## src/rtl/debounce_pkg.sv

```systemverilog
// debounce_pkg: shared constants and helpers for the input debouncer bank.
//   clog2()            - ceiling log2, minimum result 1 (sizes counters)
//   *_50MHZ / *_25MHZ  - NDELAY / REPEAT_* defaults for the board clocks
//   *_SIM              - shortened constants for simulation
package debounce_pkg;

    localparam int unsigned SYNC_STAGES_DEFAULT = 2;

    // 24 ms debounce, 500 ms first repeat, 100 ms repeat period
    localparam int unsigned NDELAY_50MHZ       = 1200000;
    localparam int unsigned REPEAT_DELAY_50MHZ = 25000000;
    localparam int unsigned REPEAT_RATE_50MHZ  = 5000000;

    localparam int unsigned NDELAY_25MHZ       = 600000;
    localparam int unsigned REPEAT_DELAY_25MHZ = 12500000;
    localparam int unsigned REPEAT_RATE_25MHZ  = 2500000;

    localparam int unsigned NDELAY_SIM         = 4;
    localparam int unsigned REPEAT_DELAY_SIM   = 10;
    localparam int unsigned REPEAT_RATE_SIM    = 3;

    // Number of bits needed to hold values 0..value-1; never less than 1.
    function automatic int unsigned clog2(input longint unsigned value);
        int unsigned      bits;
        longint unsigned  rem;
        bits = 0;
        rem  = (value > 0) ? value - 1 : 0;
        while (rem > 0) begin
            bits = bits + 1;
            rem  = rem >> 1;
        end
        return (bits == 0) ? 1 : bits;
    endfunction

endpackage

```

## src/rtl/debounce_chan.sv

```systemverilog
// debounce_chan: one debouncer channel.
//   Synchronises the raw pin, requires NDELAY consecutive stable synchronised
//   samples before updating the clean level, and emits registered one-cycle
//   Rise/Fall strobes in the cycle DataClean first shows the new value.
//   Build option DEBOUNCE_REPEAT_EN adds a hold-to-repeat strobe; without it
//   Repeat is the Rise strobe.
// Ports:
//   Clk        in   system clock
//   Rst_n      in   asynchronous active-low reset
//   DataNoisy  in   raw asynchronous pin
//   DataClean  out  debounced level
//   Rise/Fall  out  1-cycle edge strobes of DataClean
//   Repeat     out  1-cycle key-event strobe
module debounce_chan
    import debounce_pkg::*;
#(
    parameter int unsigned NDELAY       = NDELAY_50MHZ,
    parameter int unsigned SYNC_STAGES  = SYNC_STAGES_DEFAULT,
    parameter int unsigned REPEAT_DELAY = REPEAT_DELAY_50MHZ,
    parameter int unsigned REPEAT_RATE  = REPEAT_RATE_50MHZ
) (
    input  logic Clk,
    input  logic Rst_n,
    input  logic DataNoisy,
    output logic DataClean,
    output logic Rise,
    output logic Fall,
    output logic Repeat
);

    localparam int unsigned      CW        = clog2(NDELAY + 1);
    localparam logic [CW-1:0]    COUNT_MAX = CW'(NDELAY);

    if (NDELAY < 1) begin : g_bad_ndelay
        $error("debounce_chan: NDELAY must be >= 1");
    end
    if (SYNC_STAGES < 2) begin : g_bad_sync
        $error("debounce_chan: SYNC_STAGES must be >= 2");
    end
    if (REPEAT_DELAY < 1 || REPEAT_RATE < 1) begin : g_bad_repeat
        $error("debounce_chan: REPEAT_DELAY and REPEAT_RATE must be >= 1");
    end

    logic [SYNC_STAGES-1:0] sync_q;
    logic                   s;
    logic                   sample;
    logic [CW-1:0]          count;
    logic                   upd;
    logic                   rise_now;
    logic                   fall_now;

    always_ff @(posedge Clk or negedge Rst_n) begin
        if (!Rst_n) begin
            sync_q <= '0;
        end else begin
            sync_q <= {sync_q[SYNC_STAGES-2:0], DataNoisy};
        end
    end

    assign s = sync_q[SYNC_STAGES-1];

    // Clean level changes only when the sample has been stable for NDELAY
    // counted cycles and differs from the current clean level.
    always_comb begin
        upd      = (s == sample) && (count == COUNT_MAX) && (DataClean != sample);
        rise_now = upd & sample;
        fall_now = upd & ~sample;
    end

    always_ff @(posedge Clk or negedge Rst_n) begin
        if (!Rst_n) begin
            sample    <= 1'b0;
            count     <= '0;
            DataClean <= 1'b0;
            Rise      <= 1'b0;
            Fall      <= 1'b0;
        end else begin
            Rise <= rise_now;
            Fall <= fall_now;
            if (s != sample) begin
                sample <= s;
                count  <= '0;
            end else if (count == COUNT_MAX) begin
                if (upd) begin
                    DataClean <= sample;
                end
            end else begin
                count <= count + CW'(1);
            end
        end
    end

`ifdef DEBOUNCE_REPEAT_EN
    localparam int unsigned RMAX = (REPEAT_DELAY > REPEAT_RATE) ? REPEAT_DELAY : REPEAT_RATE;
    localparam int unsigned RW   = clog2(RMAX + 1);

    logic [RW-1:0] rpt_cnt;

    // Down-counter: loaded with DELAY-1 on the rising edge so the first
    // repeat lands DELAY cycles after Rise, then reloaded with RATE-1.
    always_ff @(posedge Clk or negedge Rst_n) begin
        if (!Rst_n) begin
            rpt_cnt <= '0;
            Repeat  <= 1'b0;
        end else begin
            Repeat <= 1'b0;
            if (rise_now) begin
                Repeat  <= 1'b1;
                rpt_cnt <= RW'(REPEAT_DELAY - 1);
            end else if (!DataClean || fall_now) begin
                rpt_cnt <= '0;
            end else if (rpt_cnt == '0) begin
                Repeat  <= 1'b1;
                rpt_cnt <= RW'(REPEAT_RATE - 1);
            end else begin
                rpt_cnt <= rpt_cnt - RW'(1);
            end
        end
    end
`else
    assign Repeat = Rise;
`endif

endmodule

```

## src/rtl/debounce_bank.sv

```systemverilog
// debounce_bank: NCH independent debouncer channels for buttons/switches.
//   Optional build macro: DEBOUNCE_REPEAT_EN (hold-to-repeat strobe).
// Ports:
//   Clk        in   system clock
//   Rst_n      in   asynchronous active-low reset
//   DataNoisy  in   [NCH] raw asynchronous inputs, bit i = channel i
//   DataClean  out  [NCH] debounced levels
//   Rise       out  [NCH] 1-cycle strobe on DataClean 0->1
//   Fall       out  [NCH] 1-cycle strobe on DataClean 1->0
//   Repeat     out  [NCH] 1-cycle key-event strobe (Rise, plus hold repeats)
module debounce_bank
    import debounce_pkg::*;
#(
    parameter int unsigned NCH          = 5,
    parameter int unsigned NDELAY       = NDELAY_50MHZ,
    parameter int unsigned SYNC_STAGES  = SYNC_STAGES_DEFAULT,
    parameter int unsigned REPEAT_DELAY = REPEAT_DELAY_50MHZ,
    parameter int unsigned REPEAT_RATE  = REPEAT_RATE_50MHZ
) (
    input  logic           Clk,
    input  logic           Rst_n,
    input  logic [NCH-1:0] DataNoisy,
    output logic [NCH-1:0] DataClean,
    output logic [NCH-1:0] Rise,
    output logic [NCH-1:0] Fall,
    output logic [NCH-1:0] Repeat
);

    for (genvar i = 0; i < NCH; i++) begin : g_chan
        debounce_chan #(
            .NDELAY      (NDELAY),
            .SYNC_STAGES (SYNC_STAGES),
            .REPEAT_DELAY(REPEAT_DELAY),
            .REPEAT_RATE (REPEAT_RATE)
        ) u_chan (
            .Clk       (Clk),
            .Rst_n     (Rst_n),
            .DataNoisy (DataNoisy[i]),
            .DataClean (DataClean[i]),
            .Rise      (Rise[i]),
            .Fall      (Fall[i]),
            .Repeat    (Repeat[i])
        );
    end

endmodule
```

## config.mk

```make
export PLATFORM = sky130hd
export DESIGN_NAME = debounce_bank
export DESIGN_NICKNAME = d
export VERILOG_FILES = /design/src/rtl/debounce_pkg.sv /design/src/rtl/debounce_chan.sv /design/src/rtl/debounce_bank.sv
export SDC_FILE = /design/constraint.sdc
export NUM_CORES = 1
export LEC_CHECK = 0
export ABC_AREA = 1
export ABC_CLOCK_PERIOD_IN_PS = 1780
export BUFFER_PORTS_ARGS = -buffer_cell sky130_fd_sc_hd__buf_2
export CORE_MARGIN = 4
export CORE_UTILIZATION = 40
export CTS_BUF_LIST = sky130_fd_sc_hd__clkbuf_4
export DETAILED_ROUTE_END_ITERATION = 16
export HOLD_SLACK_MARGIN = 0.1
export MAX_ROUTING_LAYER = met4
export PLACE_DENSITY_LB_ADDON = 0.3
export SLEW_MARGIN = 40
export SYNTH_ARGS = -nofsm -noshare
export SYNTH_HDL_FRONTEND = slang
export SYNTH_SLANG_ARGS = --single-unit
```

## constraint.sdc

```tcl
create_clock -name Clk -period 1.78 [get_ports Clk]
set_clock_uncertainty 0.2 [all_clocks]
set_input_delay 0.356 -clock Clk [delete_from_list [all_inputs] [get_ports Clk]]
set_output_delay 0.356 -clock Clk [all_outputs]
set_load 0.005 [all_outputs]
```

==> results of run 1 <==
## path summary, 6_finish.rpt
kind | start | endpoint | slack, ns | cells past startpoint
max in group asynchronous | Rst_n | g_chan[1].u_chan.count[0] | 0.18 | 4
hold / removal | g_chan[3].u_chan.sync_q[0] | g_chan[3].u_chan.sync_q[1] | 0.16 | 0
setup / recovery | g_chan[1].u_chan.count[1] | g_chan[1].u_chan.count[13] | 0.1 | 6
setup reg to reg | g_chan[1].u_chan.count[1] | g_chan[1].u_chan.count[13] | 0.1 | 6
hold reg to reg | g_chan[3].u_chan.sync_q[0] | g_chan[3].u_chan.sync_q[1] | 0.16 | 0
min in group asynchronous | Rst_n | g_chan[1].u_chan.count[16] | 0.67 | 3
## cell type report
type | instances | area, um^2
well taps | 260 | 325
multi-input cells | 785 | 3680
flip-flops and latches | 135 | 3380
fillers | 1911 | 10300
clock inverters | 14 | 87.6
clock buffers | 18 | 135
repair buffers | 59 | 439
inverters | 120 | 450
## sequential cells by signal, summed over array words and instances (netlist names)
signal / cells
g_chan.u_chan.Fall: 5
g_chan.u_chan.sync_q: 10
g_chan.u_chan.sample: 5
g_chan.u_chan.count: 105
g_chan.u_chan.Repeat: 5
g_chan.u_chan.DataClean: 5
## kinds of logic (layout without fill, tap and decap cells)
kind of cell | Yosys count | in the layout
flip-flops | 135 | 135
buffers and inverters | 154 | 211
adder cells (fa/ha/maj) | 10 | 10
AO/OA/AOI/OAI | 76 | 76
AND/OR/NAND/NOR | 679 | 679
XOR/XNOR | 20 | 20
## stage by stage
stage	area (um^2)	TNS, ns
floorplan	7690	0
CTS	8400	0
global route	8500	-0.000101
finish	8500	0
detailed placement	8110	0
global placement	8110	0
## cells in the final DEF (no fill, tap or decap), types with 4 or more instances in the layout
cell	count
clkbuf_4	18
dlygate4sd3_1	7
inv_1	117
nand2_2	8
a21oi_1	40
xor2_1	16
nor2_1	234
clkinvlp_4	5
clkinv_2	5
xnor2_1	4
nand3_1	80
o21ai_0	26
buf_2	25
nor3_1	20
buf_4	23
ha_1	9
nor2_2	22
nand4_1	31
nor2_4	10
nand2_1	260
dfrtp_1	132
## worst register-to-register path: stages (launching register included)
cell and delay (ns):
dfrtp_1 0.47, buf_4 0.15, nand3_1 0.08, nor2_1 0.26
nand3_1 0.17, o21ai_0 0.17, a21oi_1 0.06
## power groups by stage
stage	Clock (uW)	Combinational, uW	Sequential, uW
after floorplan	0	230	3220
after CTS	1760	408	3180
after detailed placement	0	394	3240
after global routing	1880	477	3200
final	1660	414	3180
after global placement	0	391	3240
## per-layer routing
metal	up-vias	part of all wire
met3	11	0.039
met4	0	0.0075
met1	3045	0.52
li1	3464	-
met5	-	0
met2	122	0.44
## repair_timing
item | CTS | global route
setup buffers | 0 | 6
gates resized for setup | 0 | 16
endpoints found under the hold margin | 140 | 0
hold buffers | 7 | 0
setup endpoints to repair | 0 | 21
==> results.cfg, run 1 <==
[sta]
timing.hold.ws_ns = 0.159
layout_setup_ws_ns = 0.0986
max_freq_ghz = 0.595
hold_violations = 0
min_period_ns = 1.68
relSlewSlack = 0.675
min_period_over_period = 0.945
final_max_slew_viol_count = 0
worst_slew_pin_slew_ns = 0.487
finalSetupViolations = 0

[worst_setup_path]
cp-end-kind = flop
path_buf_inv = 1
cpMostUsedCell = nand3_1
critical_path_class = flop to flop
slowest_stage = dfrtp_1
cp_cell_sequence = buf_4 > nand3_1 > nor2_1 > nand3_1 > o21ai_0 > a21oi_1
cp_slowest_stage_delay_ns = 0.47
start_kind = flop
cp_max_fo = 4
required_ns = 2.00
cp_top_family = simple AND/OR/NAND/NOR gates
critPathArrivalTime_ns = 1.90

[cts]
root_buffer = clkbuf_4
clkSinkCount = 135
clk_latency_ns = 0.53
cts.clk_slew.worst_paths_ns = 0.13
tritoncts = built
htree_levels = 4
cts_buffers = 17
cts.path.max_buffers = 2

[placement]
gp_congestion = 0.907
pre_cts_slack_ns = 0.0615
hpwlAfterDp_um = 12400
dp.cells = 1346
numPortBuffers = 26

[synthesis]
synth_edf_count = 0
synth-xor-area-share = 0.0228
synth_area_um2 = 7690
yosysUniqueCellTypes = 33
yosys.area.top_type = dfrtp_1
synth_top_area_frac = 0.440
synthSimpleGateAreaFrac = 0.382
synth.most_common_cell = nand2_1
synth_area_leaders = dfrtp_1 44%, nand2_1 13%, nor2_1 12%
synth_top_flop_cell = dfrtp_1
ys.warnings.count = 0
ys_seq_elements = 135
yosys-top-cells-count = 262 x nand2_1, 240 x nor2_1, 135 x dfrtp_1
synthesis.nets = 1091
synth-compound-area-share = 0.0518
seq_area_frac_synth = 0.440
synth_top_family_by_area = simple AND/OR/NAND/NOR gates
yosys.area_share.adder = 0.0163
synth.area.mux_share = 0
syn_avg_cell_area_um2 = 7.16
async_flop_share = 1.00
syn_inst = 1074

[final_layout]
antennaDiodeCount = 0
syn2layout_area_growth_pct = 10.6
final_cells = 1391
finalNetCount = 1135
drive_above_1_share = 0.120
utilization = 0.452

[global_route]
track_usage = 0.166
grt_busiest_layer = met2
global_route.usage.met3 = 0.0372
use_met1 = 0.235
grt_start_max_net_pins = 45
antenna_found_initial = 0
grt_pass1_wl_um = 29000
grt_pass1_vias = 6119
grtUsageMet2 = 0.245
overflow = 0

[die]
die-area_um2 = 21500
core_region_area_um2 = 18800
die_h_um = 147
initial_core_util = 0.408
pin_count = 27
die_width_um = 147
rows = 50

[drt]
wl_um = 16600
via_per_inst = 4.77
drc_errors = 0
drt-wirelength-per-cell_um = 11.9
ant_nets = 0
dr.pass1.iters = 5
vias = 6642
drt_first_iter_violations = 403

[power_and_ir_drop]
p_int_uw = 3820
vdd_drop_max_uv = 377
p_sw_frac = 0.274
power_frac_comb = 0.079
pwr-share-seq = 0.605
power.share.clock = 0.316
fin_total_pwr_uw = 5260
pwr_density_cell_nw_per_um2 = 619
p_leak_uw = 0.00377
p_switching_uw = 1440

[job]
cap_violations = 0

[worst_hold_path]
holdCritPathClass = flop to flop

[outcome]
status = finished clean
No activity file was read; power rests on OpenSTA's default activity.
==> run 2: changes to the inputs <==
Settings changed: MAX_ROUTING_LAYER met4 to not set.
==> run 2 against run 1 <==
Net effect:
- clock power about the same
- register-to-register slack about the same
- hold slack barely moved
- sequential share of layout area is the same
- clock-buffer cell count is the same
- utilization unchanged
- critical path type unchanged
- largest cell class unchanged
==> results.cfg, run 2 (same netlist as run 1, synthesis figures left out) <==
[global_route]
overflow = 0
grt_pass1_vias = 6114
track_usage = 0.161
antenna_found_initial = 0
grt_start_max_net_pins = 45
grt_pass1_wl_um = 29000

[cts]
htree_levels = 4
clk_latency_ns = 0.53
cts.clk_slew.worst_paths_ns = 0.13
tritoncts = built
cts_buffers = 17
clkSinkCount = 135
root_buffer = clkbuf_4
cts.path.max_buffers = 2

[drt]
drc_errors = 0
drt-wirelength-per-cell_um = 11.9
dr.pass1.iters = 5
via_per_inst = 4.78
ant_nets = 0
wl_um = 16600
vias = 6652
drt_first_iter_violations = 376

[worst_setup_path]
cp_top_family = simple AND/OR/NAND/NOR gates
critical_path_class = flop to flop
cp_cell_sequence = buf_4 > nand3_1 > nor2_1 > nand3_1 > o21ai_0 > a21oi_1
cpMostUsedCell = nand3_1
cp_max_fo = 4
slowest_stage = dfrtp_1
required_ns = 2.00
critPathArrivalTime_ns = 1.90
start_kind = flop
cp_slowest_stage_delay_ns = 0.47
path_buf_inv = 1
cp-end-kind = flop

[placement]
hpwlAfterDp_um = 12400
place_area_um2 = 8110
numPortBuffers = 26
gp_congestion = 0.892

[final_layout]
drive_above_1_share = 0.120
reg_top3 = g_chan.u_chan.count (105), g_chan.u_chan.sync_q (10)
largest_reg_flops = 105
multi_input_area_um2 = 3680
syn2layout_area_growth_pct = 10.6
finalNetCount = 1135
layout_common_cells = 260 x nand2_1, 234 x nor2_1, 132 x dfrtp_1
largest-register = g_chan.u_chan.count
regArea_um2 = 3380
final_area_um2 = 8500
utilization = 0.452
layout_commonest_cell = nand2_1
fill_cells = 1911
antennaDiodeCount = 0

[power_and_ir_drop]
vdd_drop_max_uv = 377
p_leak_uw = 0.00377
power_frac_comb = 0.079
p_sw_frac = 0.275
pwr-share-seq = 0.605
p_switching_uw = 1450
p_int_uw = 3820
power.share.clock = 0.316
pwr_density_cell_nw_per_um2 = 619

[die]
rows = 50
pin_count = 27
core_region_area_um2 = 18800
die_h_um = 147
die-area_um2 = 21500
initial_core_util = 0.408
die_width_um = 147

[sta]
min_period_ns = 1.69
timing.hold.ws_ns = 0.159
max_freq_ghz = 0.593
final_max_slew_viol_count = 0
min_period_over_period = 0.947
hold_violations = 0
relSlewSlack = 0.674
finalSetupViolations = 0
worst_slew_pin_slew_ns = 0.489

[outcome]
status = finished clean

[worst_hold_path]
holdCritPathClass = flop to flop

[job]
cap_violations = 0
==> run 2: cell counts in the layout (fill, tap and decap cells not counted) <==
Identical to the previous run, type by type.
==> run 2: what timing repair did <==
| action | in CTS | in global routing |
|---|---|---|
| hold buffers | 7 | 0 |
| setup buffers | 0 | 6 |
| resized for setup | 0 | 16 |
| hold endpoints to repair | 140 | 0 |
| setup endpoints to repair | 0 | 21 |
==> run 2: per-layer routing <==
layer | up-vias | GRT usage | routed length [um] | share of wire
li1 | 3464 | - | - | -
met1 | 3056 | 0.235 | 8600 | 0.52
met2 | 121 | 0.246 | 7240 | 0.44
met3 | 11 | 0.0372 | 626 | 0.038
met4 | 0 | 0.0315 | 129 | 0.0078
met5 | - | 0 | 0 | 0
==> run 2: final timing paths <==
check,startpoint,to,slack (ns),cells after the start
max,g_chan[1].u_chan.count[1],g_chan[1].u_chan.count[13],0.09,6
max reg2reg,g_chan[1].u_chan.count[1],g_chan[1].u_chan.count[13],0.09,6
max in group asynchronous,Rst_n,g_chan[1].u_chan.count[0],0.18,4
min in group asynchronous,Rst_n,g_chan[1].u_chan.count[16],0.67,3
min,g_chan[3].u_chan.sync_q[0],g_chan[3].u_chan.sync_q[1],0.16,0
min reg2reg,g_chan[3].u_chan.sync_q[0],g_chan[3].u_chan.sync_q[1],0.16,0
==> run 2: cell type report <==
class | instances | area share
multi-input combinational | 785 | 0.433
tap | 260 | 0.0383
clock buffer | 18 | 0.0159
sequential | 135 | 0.398
inverter | 120 | 0.0530
clock inverter | 14 | 0.0103
timing repair buffer | 59 | 0.0516
==> run 2: power groups by stage <==
stage                     clock, uW  sequential, uW  combinational [uW]
after floorplan                   0            3220                 230
after global placement            0            3240                 391
after detailed placement          0            3240                 394
after CTS                      1760            3180                 408
after global routing           1880            3200                 477
final                          1670            3180                 414
==> run 2: per-stage QoR <==
step                      std cells    TNS, ns  setup slack (ns)  power (uW)
final                          1391          0            0.0949        5260
after CTS                      1385          0            0.0325        5350
after floorplan                1074          0             0.204        3450
after global routing           1391  -0.000101         -0.000101        5550
after global placement         1346          0             0.116        3630
after detailed placement       1346          0            0.0615        3630
